File: src/rtl/xadc_drp_scheduler.sv
// Schedules all XADC DRP reads: PWM-phase-aligned signal reads (ON/OFF tagged) plus a low-priority aux requester.
// One DRP access in flight at a time; signal requests outrank aux, aux reads are never preempted.
module xadc_drp_scheduler #(
   parameter logic [6:0] SIG_ADDR       = 7'h10,
   parameter int         SETTLE_CYCLES  = 1000,
   parameter int         TIMEOUT_CYCLES = 64
) (
   input  logic        clk,
   input  logic        reset,
   input  logic        pwm_in,
   input  logic        eoc_in,
   output logic        drp_den,
   output logic [6:0]  drp_daddr,
   input  logic [15:0] drp_do,
   input  logic        drp_drdy,
   input  logic        aux_req,
   input  logic [6:0]  aux_addr,
   output logic        aux_ack,
   output logic [15:0] aux_data,
   output logic [11:0] on_sample,
   output logic [11:0] off_sample,
   output logic        pair_valid,
   output logic [11:0] denoise,
   output logic        timeout_err
);

   localparam int SW = $clog2(SETTLE_CYCLES + 1);
   localparam int TW = $clog2(TIMEOUT_CYCLES);

   typedef enum logic [1:0] {IDLE, WAIT_EOC, SIG_READ, AUX_READ} state_t;

   state_t        state, state_nxt;
   logic          pwm_s1, pwm_s2, pwm_prev;
   logic          pwm_edge;
   logic [SW-1:0] settle_cnt;
   logic          settling, settle_done;
   logic          phase;
   logic          sig_pending, sig_tag;
   logic          rd_tag;
   logic [TW-1:0] tcnt;
   logic          tmo_hit, in_read;
   logic          issue_sig, issue_aux, rd_done, rd_tmo;
   logic          cap_on, cap_off;
   logic          have_on, have_off, pair_now;

   assign pwm_edge    = pwm_s2 ^ pwm_prev;
   // A fresh edge on the expiry cycle restarts the settle window instead of arming.
   assign settle_done = settling && (settle_cnt == '0) && !pwm_edge;
   assign in_read     = (state == SIG_READ) || (state == AUX_READ);
   assign tmo_hit     = (tcnt == TW'(TIMEOUT_CYCLES - 1));

   always_ff @(posedge clk) begin
      if (reset) state <= IDLE;
      else       state <= state_nxt;
   end

   always_comb begin
      state_nxt = state;
      case (state)
         IDLE: begin
            if (sig_pending)             state_nxt = WAIT_EOC;
            else if (aux_req && !aux_ack) state_nxt = AUX_READ;
         end
         WAIT_EOC: if (eoc_in) state_nxt = SIG_READ;
         SIG_READ, AUX_READ: if (drp_drdy || tmo_hit) state_nxt = IDLE;
         default: state_nxt = IDLE;
      endcase
   end

   // aux_ack gates a re-issue while the requester is still dropping aux_req.
   always_comb begin
      issue_sig = (state == WAIT_EOC) && eoc_in;
      issue_aux = (state == IDLE) && !sig_pending && aux_req && !aux_ack;
      rd_done   = in_read && drp_drdy;
      rd_tmo    = in_read && !drp_drdy && tmo_hit;
      cap_on    = rd_done && (state == SIG_READ) && rd_tag;
      cap_off   = rd_done && (state == SIG_READ) && !rd_tag;
      pair_now  = have_on && have_off;
   end

   always_ff @(posedge clk) begin
      if (reset) begin
         pwm_s1      <= 1'b0;
         pwm_s2      <= 1'b0;
         pwm_prev    <= 1'b0;
         settle_cnt  <= '0;
         settling    <= 1'b0;
         phase       <= 1'b0;
         sig_pending <= 1'b0;
         sig_tag     <= 1'b0;
         rd_tag      <= 1'b0;
         tcnt        <= '0;
         drp_den     <= 1'b0;
         drp_daddr   <= '0;
         timeout_err <= 1'b0;
         aux_ack     <= 1'b0;
         aux_data    <= '0;
         on_sample   <= '0;
         off_sample  <= '0;
         have_on     <= 1'b0;
         have_off    <= 1'b0;
         pair_valid  <= 1'b0;
         denoise     <= '0;
      end else begin
         pwm_s1   <= pwm_in;
         pwm_s2   <= pwm_s1;
         pwm_prev <= pwm_s2;

         if (pwm_edge) begin
            settle_cnt <= SW'(SETTLE_CYCLES);
            settling   <= 1'b1;
            phase      <= pwm_s2;
         end else if (settling) begin
            if (settle_cnt == '0) settling   <= 1'b0;
            else                  settle_cnt <= settle_cnt - 1'b1;
         end

         if (settle_done) begin
            sig_pending <= 1'b1;
            sig_tag     <= phase;
         end else if (issue_sig) begin
            sig_pending <= 1'b0;
         end

         drp_den <= issue_sig || issue_aux;
         if (issue_sig)      drp_daddr <= SIG_ADDR;
         else if (issue_aux) drp_daddr <= aux_addr;
         if (issue_sig) rd_tag <= sig_tag;

         if (issue_sig || issue_aux)  tcnt <= '0;
         else if (in_read && !tmo_hit) tcnt <= tcnt + 1'b1;

         timeout_err <= rd_tmo;
         aux_ack     <= rd_done && (state == AUX_READ);
         if (rd_done && (state == AUX_READ)) aux_data <= drp_do;

         if (cap_on)  on_sample  <= drp_do[15:4];
         if (cap_off) off_sample <= drp_do[15:4];
         have_on  <= (have_on && !pair_now) || cap_on;
         have_off <= (have_off && !pair_now) || cap_off;

         pair_valid <= pair_now;
         if (pair_now) denoise <= (on_sample > off_sample) ? (on_sample - off_sample) : 12'd0;
      end
   end

endmodule

File: config.mk
export PLATFORM = sky130hd
export DESIGN_NAME = xadc_drp_scheduler
export DESIGN_NICKNAME = d
export VERILOG_FILES = /design/src/rtl/xadc_drp_scheduler.sv
export SDC_FILE = /design/constraint.sdc
export NUM_CORES = 1
export LEC_CHECK = 0
export ABC_AREA = 1
export BUFFER_PORTS_ARGS = -buffer_cell sky130_fd_sc_hd__buf_4
export CORE_MARGIN = 1.5
export CORE_UTILIZATION = 25
export CTS_BUF_LIST = sky130_fd_sc_hd__clkbuf_2 sky130_fd_sc_hd__clkbuf_4 sky130_fd_sc_hd__clkbuf_8
export CTS_CLUSTER_SIZE = 25
export DETAILED_ROUTE_END_ITERATION = 8
export PLACE_DENSITY = 0.46
export SYNTH_ARGS = -nofsm -noshare
export SYNTH_HDL_FRONTEND = slang
export SYNTH_SLANG_ARGS = --single-unit
File: constraint.sdc
create_clock -name clk -period 3.81 [get_ports clk]
set_input_delay 0.762 -clock clk [delete_from_list [all_inputs] [get_ports clk]]
set_output_delay 0.762 -clock clk [all_outputs]
set_load 0.05 [all_outputs]
==> run metrics <==
asr flop ratio synth=0; Post-synth EDFFs=0; RSZ-0062 raised after global routing=no; Pre-antenna DRT Iters=4; WS Path Type=in2reg; Hold Crit Class=reg2reg; total power=0.00255 W; status=completed; post-route worst setup slack=1740 ps; CP Launch Point=drp_drdy; final core occ=0.322; Worst Skew=19.0 ps; layout cell share with drive strength beyond 1=0.219; Syn-to-layout area delta=24.7%; Starting DRT DRC Count=158; input/output buffers=91; worst reg2reg startpoint=state[1]; Max Slew Vio Count=0; DR DRC count=0; Max Freq=483 MHz; setup TNS=0 ps; final hold slack=417 ps; CTS tree=done; Final ANT Viol Nets=0; htree depth=3; Yosys warning total=0; Rel. slew slack=0.319; Die Ht=135 um; reg2reg end=off_sample[10]; fillcell total=1851; grt ovf=0; number of global-route vias before repair=around 3700; multi-input logic area=~2100 sq um; WP data required=just over 4000 ps; crit share post-route=0.544; P_leak=around 2.5 nW; HPWL after DPL=between 8 and 9 mm; Slew @ Worst Pin=1020 ps; Top FF cell, synth=dfxtp_1; total number of vias=about 4000; Top Ports=92; CTS clk-pin slew, worst paths=90 ps; post-synth top area share=0.421; final WL=11.5 mm; critical path arrival=around 2300 ps; Power Density=between 400 and 500 nW/um^2; Core Region=between 15000 and 20000 sq um; pin count of the biggest net entering global routing=40; Worst setup EP type=flop; Resized cells post-CTS=0; CTS Hold Bufs=0; Placer Congestion=approximately 0.78; post-synth net total=648; via/cell ratio=4.36; GR Util All Layers=0.131; crit path capture=off_sample[10]; Avg WL per Cell=12.5 um; post-layout minimum cycle time=2070 ps; complex-gate fraction of the synthesized area=0.147; critical path startpoint category=input pin; area share of fa/ha/maj cells after synthesis=0.0451; Yosys reg bits=between 90 and 100; maxcap violations=0; pre-CTS WS=1350 ps; mux cell area share after synthesis=0; worst skew pair latency=between 300 and 400 ps; final setup vio count=0; Hold Vio Cnt, Final=0; Syn Inst Count=604; number of antenna diodes=0; CTS Sinks=91; worst reg-to-reg setup slack=1750 ps; row cnt=47; sequential area share after synthesis=0.421; VDD IR-drop max=0.187 mV; Initial Utilization=0.258; Synth Cell Area=~4300 sq um; Simple-Gate Fraction of Synth Area=0.270; Final nets=733; xor-xnor portion of the synthesized cell area=0.0142; Synth area leader=dfxtp_1; root buffer cell=clkbuf_8; postcts setup bufs=0; top post-synthesis cells by area=dfxtp_1 42%, nand2_1 11%, inv_1 7.6%; Die ar.=~18000 sq um; antenna violations before repair=0; cts bufs inserted=9; number of distinct library cells after synthesis=32; most instantiated cells after synthesis=131 x nand2_1, 91 x dfxtp_1, 88 x inv_1; count leader, synth=nand2_1; crit path max fanout=24; FF/Latch Area=about 1800 sq um; Avg Inst Size Synth=7.16 sq um; deepest clock path buffer count=2; first-pass GRT wire length=18.7 mm; Die Span X=135 um; largest family of logic cells by synthesized area=simple AND/OR/NAND/NOR gates; Register-to-Register Path Depth=5
-- cell usage in the layout, fill, tap and decap left out, types with 3 or more instances in the layout --
cell type / instances
nand2_1: 131
buf_4: 92
dfxtp_1: 91
inv_1: 88
a21oi_1: 65
o21ai_0: 41
nor2_1: 41
nand3_1: 38
nand2_2: 17
ha_1: 14
clkbuf_8: 11
nand4_1: 9
a21oi_2: 8
inv_2: 6
xor2_1: 6
nor2_2: 5
nor3_1: 5
or2_2: 3
nand3b_1: 3
a31oi_1: 3
-- sequential cells by signal, indices dropped and copies added, names as in the netlist --
register / count
aux_data: 16
denoise: 12
off_sample: 12
on_sample: 12
settle_cnt: 10
drp_daddr: 7
tcnt: 6
state: 2
aux_ack: 1
drp_den: 1
have_off: 1
have_on: 1
pair_valid: 1
phase: 1
pwm_prev: 1
pwm_s1: 1
pwm_s2: 1
rd_tag: 1
settling: 1
sig_pending: 1
sig_tag: 1
timeout_err: 1
-- cells by family (layout without fill, tap and decap cells) --
kind of cell | after synthesis | after routing
compound gates | 119 | 119
flops | 91 | 91
fa+ha+maj | 15 | 15
xor+xnor | 7 | 7
simple gates | 260 | 260
buf+inv | 112 | 202
-- layer usage --
| layer | track usage | share of wire | wire (um) | vias up |
|---|---|---|---|---|
| li1 | - | - | - | 2087 |
| met1 | 0.184 | 0.51 | 5810 | 1802 |
| met2 | 0.192 | 0.43 | 4970 | 90 |
| met3 | 0.0312 | 0.046 | 528 | 9 |
| met4 | 0.0520 | 0.013 | 154 | 0 |
| met5 | 0 | 0 | 0 | - |
-- critical path, stage by stage --
cell     delay, ps
buf_4           90
nand2_1         60
nor2_2         410
nand2_1        550
o21ai_0        360
a21oi_1         70
-- worst min-delay path by stage --
stage	to	startpoint	cells after the start	slack, ps
final	pwm_s2	pwm_s1	2	420
after global routing	pwm_s2	pwm_s1	2	460
after CTS	pwm_s2	pwm_s1	2	420
after detailed placement	pwm_s2	pwm_s1	2	390
after global placement	pwm_s2	pwm_s1	2	410
after floorplan	pwm_s2	pwm_s1	2	390
-- power breakdown --
part | switching, W | total [W] | internal [W]
sequential | 0.0000605 | 0.00108 | 0.00102
clock | 0.000373 | 0.000658 | 0.000286
combinational | 0.000546 | 0.000814 | 0.000268
total | 0.000979 | 0.00255 | 0.00158
-- area by class of cell --
class	instances	share of cell area
well taps	220	0.0510
flip-flops and latches	91	0.338
repair buffers	92	0.128
multi-input cells	401	0.382
clock buffers	12	0.0295
inverters	94	0.0654
clock inverters	4	0.00603
-- through the flow --
step | std cells | cell area, sq um
final | 914 | 5390
after detailed placement | 898 | 5200
after floorplan | 604 | 4330
after global placement | 898 | 5200
after CTS | 914 | 5390
after global routing | 914 | 5390
No activity file was read; power rests on OpenSTA's default activity.
